### config.mk
export PLATFORM = sky130hd
export DESIGN_NAME = spi_master
export DESIGN_NICKNAME = d
export VERILOG_FILES = /design/src/rtl/spi_master.sv
export SDC_FILE = /design/constraint.sdc
export NUM_CORES = 1
export LEC_CHECK = 0
export CORE_MARGIN = 8
export CORE_UTILIZATION = 25
export DETAILED_ROUTE_END_ITERATION = 7
export GPL_TIMING_DRIVEN = 0
export PLACE_DENSITY = 0.4
export SLEW_MARGIN = 20
export SYNTH_ARGS = -nofsm -noshare
export SYNTH_HDL_FRONTEND = slang
export SYNTH_SLANG_ARGS = --single-unit
export TNS_END_PERCENT = 100
### constraint.sdc
create_clock -name clk -period 2.4 [get_ports clk]
set_input_delay 0.48 -clock clk [delete_from_list [all_inputs] [get_ports clk]]
set_output_delay 0.48 -clock clk [all_outputs]
set_load 0.02 [all_outputs]
### src/rtl/spi_master.sv
// Byte-wide SPI master, mode 1 (CPOL=0, CPHA=1), MSB-first, with a divided serial clock.
// One byte is exchanged per start strobe; rx_byte holds the last completed byte.
module spi_master #(
    parameter int CLK_DIV = 4
) (
    input  logic       clk,
    input  logic       rst_n,
    input  logic       start,
    input  logic [7:0] tx_byte,
    output logic       busy,
    output logic       done,
    output logic [7:0] rx_byte,
    output logic       spi_clk,
    output logic       mosi,
    input  logic       miso,
    output logic       cs_n
);

    localparam int CNT_W = (CLK_DIV > 1) ? $clog2(CLK_DIV) : 1;
    localparam logic [CNT_W-1:0] CNT_MAX = CNT_W'(CLK_DIV - 1);

    typedef enum logic [2:0] {
        IDLE,
        SETUP,
        HIGH,
        LOW,
        DONE
    } state_t;

    state_t           state_q;
    logic [CNT_W-1:0] cnt_q;
    logic [CNT_W-1:0] cnt_d;
    logic             cntWrap;
    logic [2:0]       idx_q;
    logic             lastBit_q;
    logic [7:0]       txShift_q;
    logic [7:0]       rxShift_q;
    logic [7:0]       rxByte_q;
    logic             sclk_q;
    logic             mosi_q;
    logic             csN_q;
    logic             busy_q;
    logic             done_q;

    always_comb begin
        cntWrap = (cnt_q == CNT_MAX);
        cnt_d   = cntWrap ? '0 : cnt_q + 1'b1;
    end

    // DONE is the extra cycle after the last LOW phase; the completion
    // outputs land on the edge leaving it, so the done=1 cycle is already IDLE
    // and a new start can be accepted there.
    always_ff @(posedge clk or negedge rst_n) begin
        if (!rst_n) begin
            state_q   <= IDLE;
            cnt_q     <= '0;
            idx_q     <= 3'd7;
            lastBit_q <= 1'b0;
            txShift_q <= 8'h00;
            rxShift_q <= 8'h00;
            rxByte_q  <= 8'h00;
            sclk_q    <= 1'b0;
            mosi_q    <= 1'b0;
            csN_q     <= 1'b1;
            busy_q    <= 1'b0;
            done_q    <= 1'b0;
        end else begin
            done_q <= 1'b0;
            case (state_q)
                IDLE: begin
                    if (start) begin
                        state_q   <= SETUP;
                        cnt_q     <= '0;
                        txShift_q <= tx_byte;
                        idx_q     <= 3'd7;
                        lastBit_q <= 1'b0;
                        csN_q     <= 1'b0;
                        busy_q    <= 1'b1;
                    end
                end
                SETUP: begin
                    cnt_q <= cnt_d;
                    if (cntWrap) begin
                        state_q <= HIGH;
                        sclk_q  <= 1'b1;
                        mosi_q  <= txShift_q[idx_q];
                    end
                end
                HIGH: begin
                    cnt_q <= cnt_d;
                    if (cntWrap) begin
                        state_q          <= LOW;
                        sclk_q           <= 1'b0;
                        rxShift_q[idx_q] <= miso;
                        idx_q            <= idx_q - 3'd1;
                        lastBit_q        <= (idx_q == 3'd0);
                    end
                end
                LOW: begin
                    cnt_q <= cnt_d;
                    if (cntWrap) begin
                        if (lastBit_q) begin
                            state_q <= DONE;
                        end else begin
                            state_q <= HIGH;
                            sclk_q  <= 1'b1;
                            mosi_q  <= txShift_q[idx_q];
                        end
                    end
                end
                DONE: begin
                    state_q  <= IDLE;
                    csN_q    <= 1'b1;
                    mosi_q   <= 1'b0;
                    busy_q   <= 1'b0;
                    done_q   <= 1'b1;
                    rxByte_q <= rxShift_q;
                end
                default: begin
                    state_q <= IDLE;
                end
            endcase
        end
    end

    assign busy    = busy_q;
    assign done    = done_q;
    assign rx_byte = rxByte_q;
    assign spi_clk = sclk_q;
    assign mosi    = mosi_q;
    assign cs_n    = csN_q;

endmodule

Word level (Yosys, flattened, before mapping)
Cells that the tools add are included. W data, S select, Z words.

Reduce and logical (&&, ||, !) cells: 17. Magnitude comparators: 2. Eq/ne operators: 10. Mux-type cells: 33. Add/subtract/negate cells: 2.

Operator list (number): $mux W3 (7); $mux W1 (13); $pmux W3 S4 (1); $ne A2 B2 Y1 const B (5); $bwmux W8 (1); $reduce_and A2 Y1 (4); $reduce_and A4 Y1 (2); $eq A3 B2 Y1 const B (2); $logic_not A3 Y1 (2); $pmux W1 S2 (3); $pmux W1 S3 (2); $pmux W3 S2 (1); $reduce_bool A2 Y1 (3); $reduce_bool A3 Y1 (2); $reduce_and A5 Y1 (1); $lt A3 B4 Y1 const B (1); $mux W2 (2); $pmux W2 S2 (1); $bmux W1 S3 (1); $demux W1 S3 (1); $eq A3 B1 Y1 const B (1); $eq A3 B3 Y1 const B (1); $ge A3 B1 Y1 const B (1); $reduce_and A3 Y1 (1); 5 further kinds (5).

Input port bits: 12. Register bits: 38. Word-level logic and storage cells: 76. Output and inout bits: 13.

Depth between registers and ports, before layout
Gate-level depths: netlist of run 1.

Word-level depth: 5. Depth in mapped cells: 6. Depth with buffers taken out: 5.

Worst setup path before layout of run 1
Ideal clock, no wire load.

Path type: reg-to-reg. Start point: register idx_q[1]. End point: register rxShift_q[3]. Period minus slack after synthesis: 1.635 ns. Buffers on the path: 1. Required time: 2.273 ns. Library setup time: 0.127 ns. Path slack: 0.765 ns. Cell stages (with the launch flop): 5. Arrival time: 1.507 ns. Cell sequence: dfstp_2 buf_6 inv_1 or4_1 mux2_1.

Longest elaborated chain between the ends: 5. Elaborated cells between the ends (all ways): 6. Those cells by class: order compare (2); mux (3); reduce/logical (1).

Ends and longest elaborated chain: start: declaration (RTL line 34) `logic [2:0] idx_q;`; start signal: assignment (RTL line 95) `idx_q <= idx_q - 3'd1;`; $lt A3 B4 Y1 (not written as such) / $ge A3 B1 Y1 (equally long branches) (RTL line 94) `rxShift_q[idx_q] <= miso;`; $logic_and A1 B1 Y1 (not written as such) (RTL line 94); $mux W1 (not written as such) (RTL line 94); $demux W1 S3 (*) (RTL line 94); $bwmux W8 (*) (RTL line 94); end signal: indexed assignment (RTL line 94); end: declaration (RTL line 37) `logic [7:0] rxShift_q;`.

Mark *: on every way between the ends. The rest lies on a longest branch, timed or not. A chain may end at the register's enable or synchronous reset.

Worst setup path after layout of run 1
Start point: register csN_q, in the netlist cs_n. End point: output port cs_n.

RTL lines: start: declaration (RTL line 41) `logic csN_q;`; start signal: assignment (RTL line 64) `csN_q <= 1'b1;`; start signal: assignment (RTL line 77) `csN_q <= 1'b0;`; start signal: assignment (RTL line 113) `csN_q <= 1'b1;`; end: declaration (RTL line 16) `output logic cs_n`.

No word-level cell between the ends.

==> impl_metrics.toml, run 1 <==
[die]
die_y_um = 99.2
rows = 30
initial_core_util_pct = 25.6
pin_count = 25
die_w_um = 99.2
core_sq_um = 6760
dieArea_sq_um = 9840

[setup_path]
worstPathRequired_ns = 1.92
critPathMaxFanout = 2
crit_slowest_cell = "clkdlybuf4s50_1"
crit_family = "buffers and inverters"
critPathLaunchType = "flip-flop"
cp.arrival_ns = 1.42
max_stage_delay_ns = 0.60
end_kind = "primary output"
startpoint = "cs_n"
worst-path-buf-inv = 1
worst-setup-path-type = "reg2out"
r2r-start = "cnt_q[0]"
cp_cell_sequence = "clkdlybuf4s50_1"

[routing]
avgViaCountPerCell = 4.72
wl_mm = 3.63
drtAntennaViolNets = 0
wl_per_cell_um = 14.6
dr.pass1.iters = 4
drt_iter0_drc = 84
drc = 0
via_count = 1176

[synth]
synth.cell_area_sq_um = 1730
ys.flop_type = "dfrtp_1"
synth-async-reset-ratio_pct = 100
syn_area_per_cell_sq_um = 12.7
synth-edff-count = 0
synth_cell_types = 43
yosysSeqAreaShare_pct = 55.2
synthCells = 136
ys.warnings.count = 0
syn-num-nets = 151
ys_ff_latch = 38

[clocking]
postCtsSetupBuffers = 0
max-clock-path-buffers = 2
cts_tree = "done"
h-tree-depth = 2
clk_pin_slew_worst_paths_ns = 0.08
post_cts_resized = 0
clockRootBuffer = "clkbuf_8"
clk_latency_ns = 0.29
clock_sinks = 38
cts_made_buffers = 5
ctsHoldBuffers = 0

[run]
cap_violations = 0

[placed_design]
place_area_sq_um = 2090
hpwl_mm = 2.70
globalplace.congestion = 0.743
port-buffer-count = 24

[final_layout]
area_growth_pct = 26.5
num_antenna_cells = 0
finalInstanceArea_sq_um = 2190
fill_cells = 696
nets = 183
drive_gt1_share_pct = 29.6

[timing]
slew_viol_final = 0
timing.fmax_ghz = 0.527
fin_crit_sh_pct = 79.1
skew_ns = 0.00594
rsz0062_at_grt = "no"
tns_ns = 0
finalCriticalPeriod_ns = 1.90
setup_viol = 0
slew_headroom_pct = 69.5
hold_viol = 0
tightestPinTransition_ns = 0.458

[power]
leakagePower_nw = 0.941
p_total_mw = 2.20
power_density_nw_per_um2 = 1010
irDropWorstVdd_uv = 342

[global_route]
grt_first_pass_wirelength_mm = 6.31
grt_antenna_before_repair = 0
grt_max_degree = 23
gr-total-overflow = 0
grt_pass1_vias = 1225
track_usage_pct = 8.07

[hold_path]
hold_class = "in2async"

[outcome]
run_status = "complete, no violations"
## cell usage in the layout (no fill, tap or decap), types with 2 or more instances in the layout
cell type	netlist	final
a21oi_1	4	4
and3_1	2	2
buf_2	4	5
clkbuf_8	0	6
clkdlybuf4s50_1	0	23
dfrtp_1	34	34
dfstp_2	4	4
ha_1	3	3
inv_1	4	4
inv_2	2	2
mux2_1	2	2
mux2_2	23	23
nand2_1	7	7
nand3_1	4	4
nor2_1	6	6
nor2b_1	2	2
nor3_1	3	3
o21ai_0	3	3
o21bai_1	2	2
o41ai_1	2	2
## registers in the layout (all words and copies together), names as in the netlist
signal,count
done,1
rx_byte,8
mosi,1
cnt_q,2
busy,1
state_q,3
idx_q,3
lastBit_q,1
rxShift_q,8
spi_clk,1
cs_n,1
txShift_q,8
## synthesized netlist by cell type (all sizes together), types with 2 or more instances
cell type / instances / area (sq um)
inv: 6 / 22.5
nor2b: 2 / 12.5
and3: 2 / 12.5
nor3: 4 / 25.0
ha: 3 / 37.5
nand3: 4 / 20.0
dfstp: 4 / 105
dfrtp: 34 / 851
nand2: 7 / 26.3
clkbuf: 2 / 11.3
nor2: 6 / 22.5
o41ai: 2 / 17.5
o21bai: 2 / 15.0
o21ai: 3 / 15.0
mux2: 25 / 282
a21oi: 4 / 20.0
buf: 6 / 38.8
## worst register-to-register path: stages, from the launching register on
cell and delay (ns):
dfrtp_1 0.39, ha_1 0.16, clkbuf_4 0.20, nand4bb_4 0.17, or4_1 0.45, mux2_1 0.32
## layout make-up
cell class                 count  area [sq um]  area share, %
sequential                    38           956           43.7
clock inverter                 2          12.5          0.572
clock buffer                   6          82.6           3.77
multi-input combinational     84           702           32.1
tap                           80           100           4.57
inverter                       6          22.5           1.03
timing repair buffer          25           263           12.0
buffer                         8          50.0           2.29
## where the power goes
| part | leakage, nW | switching, mW | internal (mW) |
|---|---|---|---|
| registers | 0.468 | 0.108 | 0.855 |
| clock network | 0.0472 | 0.232 | 0.231 |
| logic | 0.426 | 0.385 | 0.392 |
| total | 0.941 | 0.726 | 1.48 |
## per-layer routing
metal / global-route usage (%) / vias up / part of all wire (%)
met1: 9.91 / 594 / 44
li1: - / 554 / -
met2: 12.5 / 22 / 49
met5: 0 / - / 0
met4: 3.84 / 0 / 2.1
met3: 2.58 / 6 / 4.1
## metrics by stage
| step | instances | utilization (%) | hold slack [ns] | setup slack (ns) |
|---|---|---|---|---|
| 3_3_place_gp | 240 | 30.6 | 0.462 | -0.116 |
| 6_report | 249 | 32.4 | 0.131 | 0.502 |
| 3_5_place_dp | 241 | 31.0 | 0.456 | 0.209 |
| 2_1_floorplan | 136 | - | 0.184 | 0.765 |
| 4_1_cts | 249 | 32.4 | 0.134 | 0.478 |
| 5_1_grt | 249 | 32.4 | 0.156 | 0.432 |
## cell families after synthesis
| logic type | count (synthesis) | synth area share, % |
|---|---|---|
| DFF | 38 | 55.2 |
| and+or+nand+nor | 35 | 12.5 |
| muxes | 27 | 18.1 |
| AOI/OAI and AO/OA | 19 | 7.74 |
| buffers and inverters | 14 | 4.19 |
| adders and majority gates | 3 | 2.17 |
## worst paths after layout
kind | depth (start not counted) | to | slack (ns)
max in group asynchronous | 2 | idx_q[1] | 1.73
min reg2reg | 1 | busy | 0.49
min in group clk | 1 | busy | 0.49
max reg2reg | 5 | rxShift_q[3] | 0.62
min | 1 | cnt_q[1] | 0.13
max | 1 | cs_n | 0.50
Note: power is estimated with default switching activity, not from simulation.
==> run 2, diff against run 1 <==
--- a/config.mk
+++ b/config.mk
@@ -9,7 +9,7 @@
 export CORE_UTILIZATION = 25
 export DETAILED_ROUTE_END_ITERATION = 7
 export GPL_TIMING_DRIVEN = 0
-export PLACE_DENSITY = 0.4
+export PLACE_DENSITY = 0.41
 export SLEW_MARGIN = 20
 export SYNTH_ARGS = -nofsm -noshare
 export SYNTH_HDL_FRONTEND = slang
==> constraint.sdc (replaced) <==
create_clock -name clk -period 1.62 [get_ports clk]
set_input_delay 0.324 -clock clk [delete_from_list [all_inputs] [get_ports clk]]
set_output_delay 0.324 -clock clk [all_outputs]
set_load 0.02 [all_outputs]
==> impl_metrics.toml, run 2 (synthesized netlist as in run 1, its figures left out) <==
[outcome]
run_status = "complete, no violations"

[final_layout]
final_core_util_pct = 34.7
nets = 190
drive_gt1_share_pct = 37.7
area_growth_pct = 35.5
layout_commonest_cell = "dfrtp_1"
num_antenna_cells = 0
finalInstanceArea_sq_um = 2340
final_cell_mix = "34 x dfrtp_1, 23 x mux2_2, 16 x clkdlybuf4s50_1, 8 x buf_4"

[timing]
rsz0062_at_grt = "no"
skew_ns = 0.00604
slew_headroom_pct = 72.1
timing.fmax_ghz = 0.636
fin_ws_ns = 0.0486
tightestPinTransition_ns = 0.408
slew_viol_final = 0
setup_viol = 0
tns_ns = 0
fin_crit_sh_pct = 97.0
finalCriticalPeriod_ns = 1.57
hold_viol = 0

[die]
rows = 30
core_sq_um = 6760
dieArea_sq_um = 9840
die_w_um = 99.2
pin_count = 25
initial_core_util_pct = 25.6
die_y_um = 99.2

[power]
leakagePower_nw = 1.10
p_total_mw = 3.55
power_density_nw_per_um2 = 1510
irDropWorstVdd_uv = 664

[routing]
via_count = 1173
drc = 0
avgViaCountPerCell = 4.60
drt_iter0_drc = 33
wl_mm = 3.71
dr.pass1.iters = 4
drtAntennaViolNets = 0
wl_per_cell_um = 14.6

[global_route]
grt_max_degree = 32
gr-total-overflow = 0
track_usage_pct = 8.18
grt_first_pass_wirelength_mm = 6.42
grt_antenna_before_repair = 0
grt_pass1_vias = 1292

[hold_path]
hold_class = "in2async"

[placed_design]
preCtsSetupSlack_ns = -0.388
port-buffer-count = 24
place_area_sq_um = 2090
hpwl_mm = 2.57
globalplace.congestion = 0.751

[setup_path]
critPathMaxFanout = 10
end_kind = "flip-flop"
ff2ff_path_depth = 5
worstPathRequired_ns = 1.79
worst-setup-path-type = "reg2reg"
critPathLaunchType = "flip-flop"
r2r_slack_ns = 0.05
r2r-start = "state_q[1]"
reg2reg_to = "txShift_q[3]"
cp.arrival_ns = 1.74

[clocking]
max-clock-path-buffers = 2
clockRootBuffer = "clkbuf_8"
cts_made_buffers = 5
h-tree-depth = 2
clk_latency_ns = 0.28
clock_sinks = 38
cts_tree = "done"
clk_pin_slew_worst_paths_ns = 0.07

[run]
cap_violations = 0
-- run 2: cell types whose count changed in the layout (fill, tap and decap cells not counted), sizes merged --
cell           previous run  this run
buf                       8        13
bufinv                    0         1
clkdlybuf4s50            23        16
clkinv                    1         2
clkinvlp                  1         0
dlygate4sd2               0         1
dlygate4sd3               0         1
dlymetal6s2s              0         6
inv                       6         5
-- run 2: worst max path at each step --
stage	startpoint	end	slack, ns	cells after the start
3_5_place_dp	start	txShift_q[3]	-0.39	5
2_1_floorplan	cnt_q[0]	rxShift_q[3]	0.003	5
3_3_place_gp	rst_n	rx_byte[4]	-0.71	1
4_1_cts	cnt_q[0]	rxShift_q[3]	-0.03	5
5_1_grt	rx_byte[3]	rx_byte[3]	0.001	1
6_report	state_q[1]	txShift_q[3]	0.05	5
-- run 2: stage by stage --
stage                     std cells  hold WS (ns)
after floorplan                 136        0.0284
after global placement          240         0.462
after detailed placement        241         0.196
after CTS                       256         0.420
after global routing            255         0.444
final                           255         0.414
-- run 2: area by class of cell --
cell class              count  area, sq um
plain buffers               5         36.3
clock buffers               6         82.6
clock inverters             1         30.0
fillers                   683         4410
inverters                   6         30.0
multi-input cells          84          762
flip-flops and latches     38          956
well taps                  80          100
repair buffers             34          343
repair inverters            1         5.00
-- run 2: critical path, stage by stage (launching register included) --
cell and delay (ns):
dfrtp_1 0.38, buf_4 0.18, nand2b_4 0.17, nor3_4 0.20
buf_6 0.17, mux2_2 0.34
-- run 2: timing repair --
item	CTS	global route
setup endpoints to repair	20	20
pin swaps	2	0
setup buffers	8	0
endpoints found under the hold margin	6	0
gates resized for setup	12	16
cloned	0	1
hold buffers	1	0
-- run 2: power by group --
part	leakage [nW]	internal, mW	switching [mW]
combinational	0.577	0.680	0.605
clock	0.0573	0.493	0.322
sequential	0.468	1.27	0.179
total	1.10	2.44	1.11
-- run 2: metal layers --
layer | GRT usage [%] | part of all wire (%) | up-vias
li1 | - | - | 571
met1 | 9.59 | 46 | 581
met2 | 13.5 | 49 | 16
met3 | 2.58 | 3.1 | 5
met4 | 3.49 | 1.8 | 0
met5 | 0 | 0 | -
==> run 3, diff against run 2 <==
--- a/config.mk
+++ b/config.mk
@@ -8,8 +8,9 @@
 export CORE_MARGIN = 8
 export CORE_UTILIZATION = 25
 export DETAILED_ROUTE_END_ITERATION = 7
+export DONT_BUFFER_PORTS = 1
 export GPL_TIMING_DRIVEN = 0
-export PLACE_DENSITY = 0.41
+export PLACE_DENSITY = 0.37
 export SLEW_MARGIN = 20
 export SYNTH_ARGS = -nofsm -noshare
 export SYNTH_HDL_FRONTEND = slang
==> impl_metrics.toml, run 3 (synthesized netlist as in run 1, its figures left out) <==
[die]
dieArea_sq_um = 9840
rows = 30
core_sq_um = 6760
pin_count = 25
die_y_um = 99.2
initial_core_util_pct = 25.6
die_w_um = 99.2

[global_route]
grt_max_degree = 39
grt_pass1_vias = 1211
grt_first_pass_wirelength_mm = 6.60
track_usage_pct = 8.61
grt_antenna_before_repair = 0
gr-total-overflow = 0

[clocking]
clk_latency_ns = 0.29
cts_made_buffers = 5
clockRootBuffer = "clkbuf_8"
clk_pin_slew_worst_paths_ns = 0.08
clock_sinks = 38
max-clock-path-buffers = 2
cts_tree = "done"
h-tree-depth = 2

[placed_design]
globalplace.congestion = 0.690
port-buffer-count = 0
hpwl_mm = 2.52

[power]
power.switching_mw = 1.13
power.internal_mw = 2.40
combPwrFrac_pct = 32.4
swShare_pct = 31.9
irDropWorstVdd_uv = 452
power_density_nw_per_um2 = 1650
seqPwrFrac_pct = 43.8
leakagePower_nw = 0.942
clkPwrFrac_pct = 23.7

[timing]
timing.fmax_ghz = 0.625
worst_hold_slack_ns = 0.160
fin_crit_sh_pct = 98.7
tns_ns = 0
slew_viol_final = 0
skew_ns = 0.00890
finalCriticalPeriod_ns = 1.60
slew_headroom_pct = 74.7
tightestPinTransition_ns = 0.369
setup_viol = 0
rsz0062_at_grt = "yes"
hold_viol = 0

[routing]
wl_mm = 3.84
via_count = 1127
drtAntennaViolNets = 0
wl_per_cell_um = 16.3
dr.pass1.iters = 4
drt_iter0_drc = 135
drc = 0
avgViaCountPerCell = 4.78

[final_layout]
fill_cells = 699
nets = 170
drive_gt1_share_pct = 44.9
final_cell_mix = "33 x dfrtp_1, 23 x mux2_2, 12 x buf_4, 6 x nand2_1, 6 x clkbuf_8"
area_growth_pct = 23.4
layout_commonest_cell = "dfrtp_1"
num_antenna_cells = 0

[setup_path]
end_kind = "flip-flop"
worstPathRequired_ns = 1.80
ff2ff_path_depth = 3
max_stage_delay_ns = 0.63
reg2reg_to = "rxShift_q[3]"
crit_family = "flip-flops"
worst-setup-path-type = "reg2reg"
r2r_slack_ns = 0.02
critPathMaxFanout = 7
worst-path-buf-inv = 1
r2r-start = "idx_q[0]"
critPathLaunchType = "flip-flop"
cp_cell_sequence = "inv_4, or4_4, mux2_4"
crit_slowest_cell = "dfstp_2"
cp.arrival_ns = 1.78

[outcome]
run_status = "complete, no violations"

[hold_path]
hold_path.startpoint = "miso"
hold_depth = 1
hold_end = "rxShift_q[7]"
hold_class = "in2reg"

[run]
cap_violations = 0
run 3: changes by cell type in the layout (fill, tap and decap cells not counted), moves of 2 or more:
cell             change
inv_4                +2
clkdlybuf4s50_1     -16
buf_4                +4
dlymetal6s2s_1       -6
nor2_2               +2
run 3: power groups by stage:
stage / Combinational, mW / Clock (mW) / Sequential [mW]
after detailed placement: 0.946 / 0 / 1.53
final: 1.14 / 0.837 / 1.55
after global routing: 1.29 / 0.915 / 1.59
after CTS: 1.07 / 0.877 / 1.53
after global placement: 0.919 / 0 / 1.52
after floorplan: 0.791 / 0 / 1.46
run 3: repair_timing:
| action | in CTS | in global routing |
|---|---|---|
| buffers inserted | 7 | 4 |
| gates resized for setup | 10 | 13 |
| pin swaps | 3 | 1 |
| cloned | 1 | 0 |
| setup endpoints to repair | 20 | 17 |
| hold endpoints to repair | 38 | 0 |
| hold buffers | 2 | 0 |
run 3: how the worst max path moves through the flow:
| stage | start | to | slack (ns) | cells after the start |
|---|---|---|---|---|
| after floorplan | cnt_q[0] | rxShift_q[3] | 0.003 | 5 |
| after global placement | state_q[1] | txShift_q[4] | -0.12 | 5 |
| after detailed placement | state_q[1] | txShift_q[6] | -0.14 | 5 |
| after CTS | cnt_q[0] | rxShift_q[3] | -0.04 | 5 |
| after global routing | idx_q[0] | rxShift_q[3] | -0.009 | 3 |
| final | idx_q[0] | rxShift_q[3] | 0.02 | 3 |
run 3: layout make-up:
class	count	area, sq um	share of cell area [%]
sequential	38	957	44.8
multi-input combinational	84	759	35.6
timing repair buffer	13	116	5.45
tap	80	100	4.69
clock buffer	7	86.3	4.04
buffer	6	47.5	2.23
clock inverter	1	30.0	1.41
inverter	6	30.0	1.41
timing repair inverter	1	7.51	0.352
run 3: per-stage QoR:
step / instances / setup WS (ns) / util, % / instance area, sq um / power [mW]
floorplan: 136 / 0.00263 / - / 1740 / 2.26
global placement: 216 / -0.120 / 27.2 / 1840 / 2.44
detailed placement: 216 / -0.144 / 27.2 / 1840 / 2.47
CTS: 233 / -0.0420 / 30.6 / 2070 / 3.48
global route: 236 / -0.00897 / 31.6 / 2130 / 3.80
finish: 236 / 0.0205 / 31.6 / 2130 / 3.52
run 3: metal layers:
layer | part of all wire [%] | vias up | global-route usage [%]
met2 | 48 | 21 | 13.6
met1 | 43 | 571 | 9.85
met3 | 6.5 | 5 | 3.84
li1 | - | 530 | -
met5 | 0 | - | 0
met4 | 1.9 | 0 | 3.84
